[config.mk]
export PLATFORM = sky130hd
export DESIGN_NAME = enigma_sym_rx
export DESIGN_NICKNAME = d
export VERILOG_FILES = /design/src/rtl/enigma_sym_rx.sv
export SDC_FILE = /design/constraint.sdc
export NUM_CORES = 1
export LEC_CHECK = 0
export ABC_AREA = 1
export CORE_AREA = 2 2 127 129
export CTS_CLUSTER_DIAMETER = 40
export CTS_CLUSTER_SIZE = 14
export DETAILED_ROUTE_END_ITERATION = 7
export DIE_AREA = 0 0 129 131
export SYNTH_ARGS = -nofsm -noshare
export SYNTH_HDL_FRONTEND = slang
export SYNTH_SLANG_ARGS = --single-unit
[constraint.sdc]
create_clock -name clk_i -period 2.5 [get_ports clk_i]
set_input_delay 0.5 -clock clk_i [delete_from_list [all_inputs] [get_ports clk_i]]
set_output_delay 0.5 -clock clk_i [all_outputs]
set_load 0.02 [all_outputs]
[src/rtl/enigma_sym_rx.sv]
// Receive back end of the Enigma pipeline: buffers letter indices, emits uppercase ASCII on a valid/ready stream.
// Optional telegraph grouping (a space after every GROUP_LEN letters) is built when GROUP_SPACE_EN is defined.
//
// state  | meaning
// IDLE   | output register empty, byte_val_o low
// LETTER | output register holds a letter, waiting for sink transfer
// SPACE  | output register holds the group separator 0x20 (GROUP_SPACE_EN only)
module enigma_sym_rx #(
    parameter int FIFO_DEPTH = 16,
    parameter int GROUP_LEN  = 5
) (
    input  logic                          clk_i,
    input  logic                          rst_i,
    input  logic                          clr_i,
    input  logic [6:0]                    sym_i,
    input  logic                          sym_val_i,
    output logic [7:0]                    byte_o,
    output logic                          byte_val_o,
    input  logic                          byte_rdy_i,
    output logic [$clog2(FIFO_DEPTH):0]   fifo_lvl_o,
    output logic                          ovf_o,
    output logic                          err_o
);

    localparam int AW = $clog2(FIFO_DEPTH);
    localparam logic [AW:0] FULL_LVL = (AW+1)'(FIFO_DEPTH);

`ifdef GROUP_SPACE_EN
    typedef enum logic [1:0] {IDLE, LETTER, SPACE} state_t;
    localparam logic [3:0] GRP_LAST = 4'(GROUP_LEN - 1);
    logic [3:0] cnt_q, cnt_d;
    logic       ld_space;
`else
    typedef enum logic [1:0] {IDLE, LETTER} state_t;
`endif

    state_t      state_q, state_d;
    logic [4:0]  mem [FIFO_DEPTH];
    logic [AW:0] wr_ptr, rd_ptr, lvl;
    logic [4:0]  rd_data;
    logic [7:0]  byte_q;
    logic        full, empty, sym_ok, sym_bad, wr_en, pop, xfer;

    assign lvl     = wr_ptr - rd_ptr;
    assign full    = (lvl == FULL_LVL);
    assign empty   = (lvl == '0);
    assign rd_data = mem[rd_ptr[AW-1:0]];
    assign sym_ok  = sym_val_i && (sym_i >= 7'd1) && (sym_i <= 7'd26);
    assign sym_bad = sym_val_i && !((sym_i >= 7'd1) && (sym_i <= 7'd26));
    // A full FIFO still accepts a write when the output side pops on the same edge.
    assign wr_en   = sym_ok && (!full || pop) && !clr_i;
    assign xfer    = (state_q != IDLE) && byte_rdy_i;

    always_ff @(posedge clk_i) begin
        if (wr_en) mem[wr_ptr[AW-1:0]] <= sym_i[4:0];
    end

    always_ff @(posedge clk_i or posedge rst_i) begin
        if (rst_i) begin
            wr_ptr <= '0;
            rd_ptr <= '0;
            ovf_o  <= 1'b0;
            err_o  <= 1'b0;
        end else if (clr_i) begin
            wr_ptr <= '0;
            rd_ptr <= '0;
            ovf_o  <= 1'b0;
            err_o  <= 1'b0;
        end else begin
            if (wr_en) wr_ptr <= wr_ptr + 1'b1;
            if (pop)   rd_ptr <= rd_ptr + 1'b1;
            if (sym_ok && full && !pop) ovf_o <= 1'b1;
            if (sym_bad) err_o <= 1'b1;
        end
    end

    // State register together with the output byte and group counter.
    always_ff @(posedge clk_i or posedge rst_i) begin
        if (rst_i) begin
            state_q <= IDLE;
            byte_q  <= 8'h00;
`ifdef GROUP_SPACE_EN
            cnt_q   <= 4'd0;
`endif
        end else if (clr_i) begin
            state_q <= IDLE;
            byte_q  <= 8'h00;
`ifdef GROUP_SPACE_EN
            cnt_q   <= 4'd0;
`endif
        end else begin
            state_q <= state_d;
`ifdef GROUP_SPACE_EN
            cnt_q   <= cnt_d;
            if (ld_space) byte_q <= 8'h20;
            else if (pop) byte_q <= 8'h40 + {3'b000, rd_data};
`else
            if (pop) byte_q <= 8'h40 + {3'b000, rd_data};
`endif
        end
    end

    always_comb begin
        state_d  = state_q;
        pop      = 1'b0;
`ifdef GROUP_SPACE_EN
        cnt_d    = cnt_q;
        ld_space = 1'b0;
`endif
        case (state_q)
            IDLE: begin
                if (!empty) begin
                    pop     = 1'b1;
                    state_d = LETTER;
                end
            end
            LETTER: begin
                if (xfer) begin
`ifdef GROUP_SPACE_EN
                    if (cnt_q == GRP_LAST) begin
                        cnt_d    = 4'd0;
                        ld_space = 1'b1;
                        state_d  = SPACE;
                    end else begin
                        cnt_d = cnt_q + 4'd1;
                        if (!empty) pop = 1'b1;
                        else        state_d = IDLE;
                    end
`else
                    if (!empty) pop = 1'b1;
                    else        state_d = IDLE;
`endif
                end
            end
`ifdef GROUP_SPACE_EN
            SPACE: begin
                if (xfer) begin
                    if (!empty) begin
                        pop     = 1'b1;
                        state_d = LETTER;
                    end else begin
                        state_d = IDLE;
                    end
                end
            end
`endif
            default: state_d = IDLE;
        endcase
    end

    always_comb begin
        byte_o     = byte_q;
        byte_val_o = (state_q != IDLE);
        fifo_lvl_o = lvl;
    end

endmodule

==> impl_metrics.py <==
metrics = {
    "logic_synthesis": {
        "synthCells": 440,
        "syn_area_per_cell_sq_um": 10.4,
        "ys.flop_type": "edfxtp_1",
        "async_flop_share_pct": 19.2,
        "synth_common_cells": "104 x nor2_1, 80 x edfxtp_1, 56 x nand3_1",
        "synthTopCellsByArea": "edfxtp_1 53%, dfrtp_1 10%, nor2_1 8.5%",
        "yosysTopAreaCell": "edfxtp_1",
        "synth_edf_count": 80,
        "yosysTopAreaCellShare_pct": 52.6,
        "yosysMostFrequentCell": "nor2_1",
        "ys_seq_elements": 99,
        "yosysWarnings": 0,
        "ys_types": 29,
        "synth-seq-area-share_pct": 63.0,
        "netlist_area_sq_um": 4570,
    },
    "die": {
        "ioPinCount": 28,
        "dieArea_sq_um": 16900,
        "initial_utilization_pct": 29.3,
        "die_y_um": 131,
        "rows": 46,
        "design.core.area_sq_um": 15600,
        "die_x_um": 129,
    },
    "setup_path": {
        "cp_max_fo": 2,
        "required_ps": 2000,
        "worstPathArrival_ps": 1920,
        "cp-end-kind": "output port",
        "cp-startpoint": "wr_ptr[0]",
        "crit_type": "reg -> out",
        "rr_startpoint": "wr_ptr[0]",
        "startpoint_type": "register",
    },
    "pwr": {
        "total_leakage_power_nw": 2.10,
        "p_per_area_nw_per_um2": 926,
        "p_total_mw": 5.15,
        "ir_drop_mv": 0.567,
    },
    "detailed_routing": {
        "wl_per_cell_um": 15.1,
        "wl_um": 10600,
        "drtIter0Drc": 279,
        "drc": 0,
        "final_antenna_net_count": 0,
        "viasPerCell": 4.59,
        "first_pass_iters": 4,
        "vias": 3233,
    },
    "timing": {
        "worst_slack_ps": 80.3,
        "final_min_period_over_clock_period_pct": 96.8,
        "slew_violations": 0,
        "max_clock_freq_ghz": 0.413,
        "period_needed_ps": 2420,
        "finClkSkew_ps": 5.68,
        "hold_viol": 0,
        "setup_violations": 0,
        "relSlewSlack_pct": 48.1,
        "worst_slew_pin_slew_ps": 777,
        "rsz0062_at_grt": "true",
    },
    "global_route": {
        "antenna_found_initial": 0,
        "met2_usage_pct": 20.4,
        "grt_pass1_vias": 3174,
        "gr-usage-met1_pct": 18.6,
        "track_usage_pct": 13.2,
        "grt_pass1_wl_um": 17000,
        "gr-total-overflow": 0,
        "grt_start_max_net_pins": 45,
        "busiest_layer": "met2",
        "grtUsageMet3_pct": 2.32,
    },
    "placement": {
        "hpwlAfterDp_um": 7450,
        "dp_slack_ps": 14.0,
        "gp_congestion": 0.882,
        "io_buffer_count": 25,
    },
    "clock_network": {
        "cts_buffers": 9,
        "cts_hold_buf": 0,
        "root_buffer": "clkbuf_16",
        "clockBufferDepth": 2,
        "insertion_delay_ps": 340,
        "cts.clk_slew.worst_paths_ps": 70,
        "cts.htree.levels": 3,
        "cts_tree": "done",
        "clock_sinks": 99,
    },
    "final_layout": {
        "syn2layout_area_growth_pct": 21.8,
        "drive_above_1_share_pct": 15.4,
        "n_antenna_cell": 0,
        "nets": 506,
    },
    "worst_hold_path": {
        "hp-class": "reg -> reg",
        "min_from": "byte_o[4]",
    },
    "run_status": {
        "status": "finished clean",
    },
    "flow_run": {
        "maxCapViolCount": 0,
    },
}
-- critical path, stage by stage (launching register included) --
cell and delay [ps]:
dfrtp_1 370, inv_1 80, ha_1 140, inv_1 60, fa_2 370, xor2_2 220, clkdlybuf4s15_1 340
-- area by class of cell --
| class | instances | area (sq um) |
|---|---|---|
| clock inverter | 6 | 56.3 |
| fill | 1560 | 10000 |
| inverter | 22 | 82.6 |
| timing repair buffer | 56 | 497 |
| multi-input combinational | 296 | 1550 |
| clock buffer | 9 | 225 |
| tap | 216 | 270 |
| sequential | 99 | 2880 |
-- stage by stage --
| step | hold slack, ps | util [%] | instance area, sq um | instances | TNS (ps) |
|---|---|---|---|---|---|
| 3_3_place_gp | 484 | 33.6 | 5250 | 688 | 0 |
| 2_1_floorplan | 451 | - | 4610 | 441 | 0 |
| 4_1_cts | 513 | 35.4 | 5530 | 703 | 0 |
| 3_5_place_dp | 496 | 33.6 | 5250 | 688 | 0 |
| 5_1_grt | 544 | 35.7 | 5560 | 704 | -696 |
| 6_report | 508 | 35.7 | 5560 | 704 | 0 |
-- layer usage --
metal  wire [um]  share of wire (%)
met1        5010                 47
met2        4910                 46
met3         535                5.0
met4         188                1.8
met5           0                  0
-- timing repair --
action	in CTS	in global routing
setup endpoints to repair	4	73
cloned	0	0
setup buffers	0	1
pin swaps	0	1
resized for setup	7	12
-- cell usage in the layout (no fill, tap or decap), types with 9 or more instances in the layout --
cell type	n
inv_1	20
clkbuf_16	9
edfxtp_1	80
nand3_1	55
o21ai_0	37
clkdlybuf4s50_1	21
nor2_2	9
nor2_1	92
dfrtp_1	19
buf_4	29
nand2_1	45
-- sequential cells by signal, summed over array words and instances (netlist names) --
name and flops:
byte_o 6, err_o 1, mem 80, ovf_o 1, rd_ptr 5, state_q 1, wr_ptr 5
-- cell families after synthesis --
kind of cell	after synthesis	synth area share, %
adder cells (fa/ha/maj)	10	2.90
AND/OR/NAND/NOR	223	21.4
buffers and inverters	46	4.74
other	1	0.0821
XOR/XNOR	9	1.73
flip-flops	99	63.0
AO/OA/AOI/OAI	52	6.11
-- path summary, 6_finish.rpt --
path	endpoint	slack [ps]	cells after the start
max in group asynchronous	ovf_o	1410	2
min in group asynchronous	byte_o[2]	600	2
worst min register to register	byte_o[4]	510	2
worst max-delay path	fifo_lvl_o[2]	80	6
worst max register to register	mem[15][1]	110	10
worst min-delay path	byte_o[4]	510	2
-- power breakdown --
part / switching (mW) / internal [mW]
registers: 0.0353 / 1.84
clock network: 0.580 / 0.763
logic: 1.24 / 0.689
(Power assumes the default switching activity.)
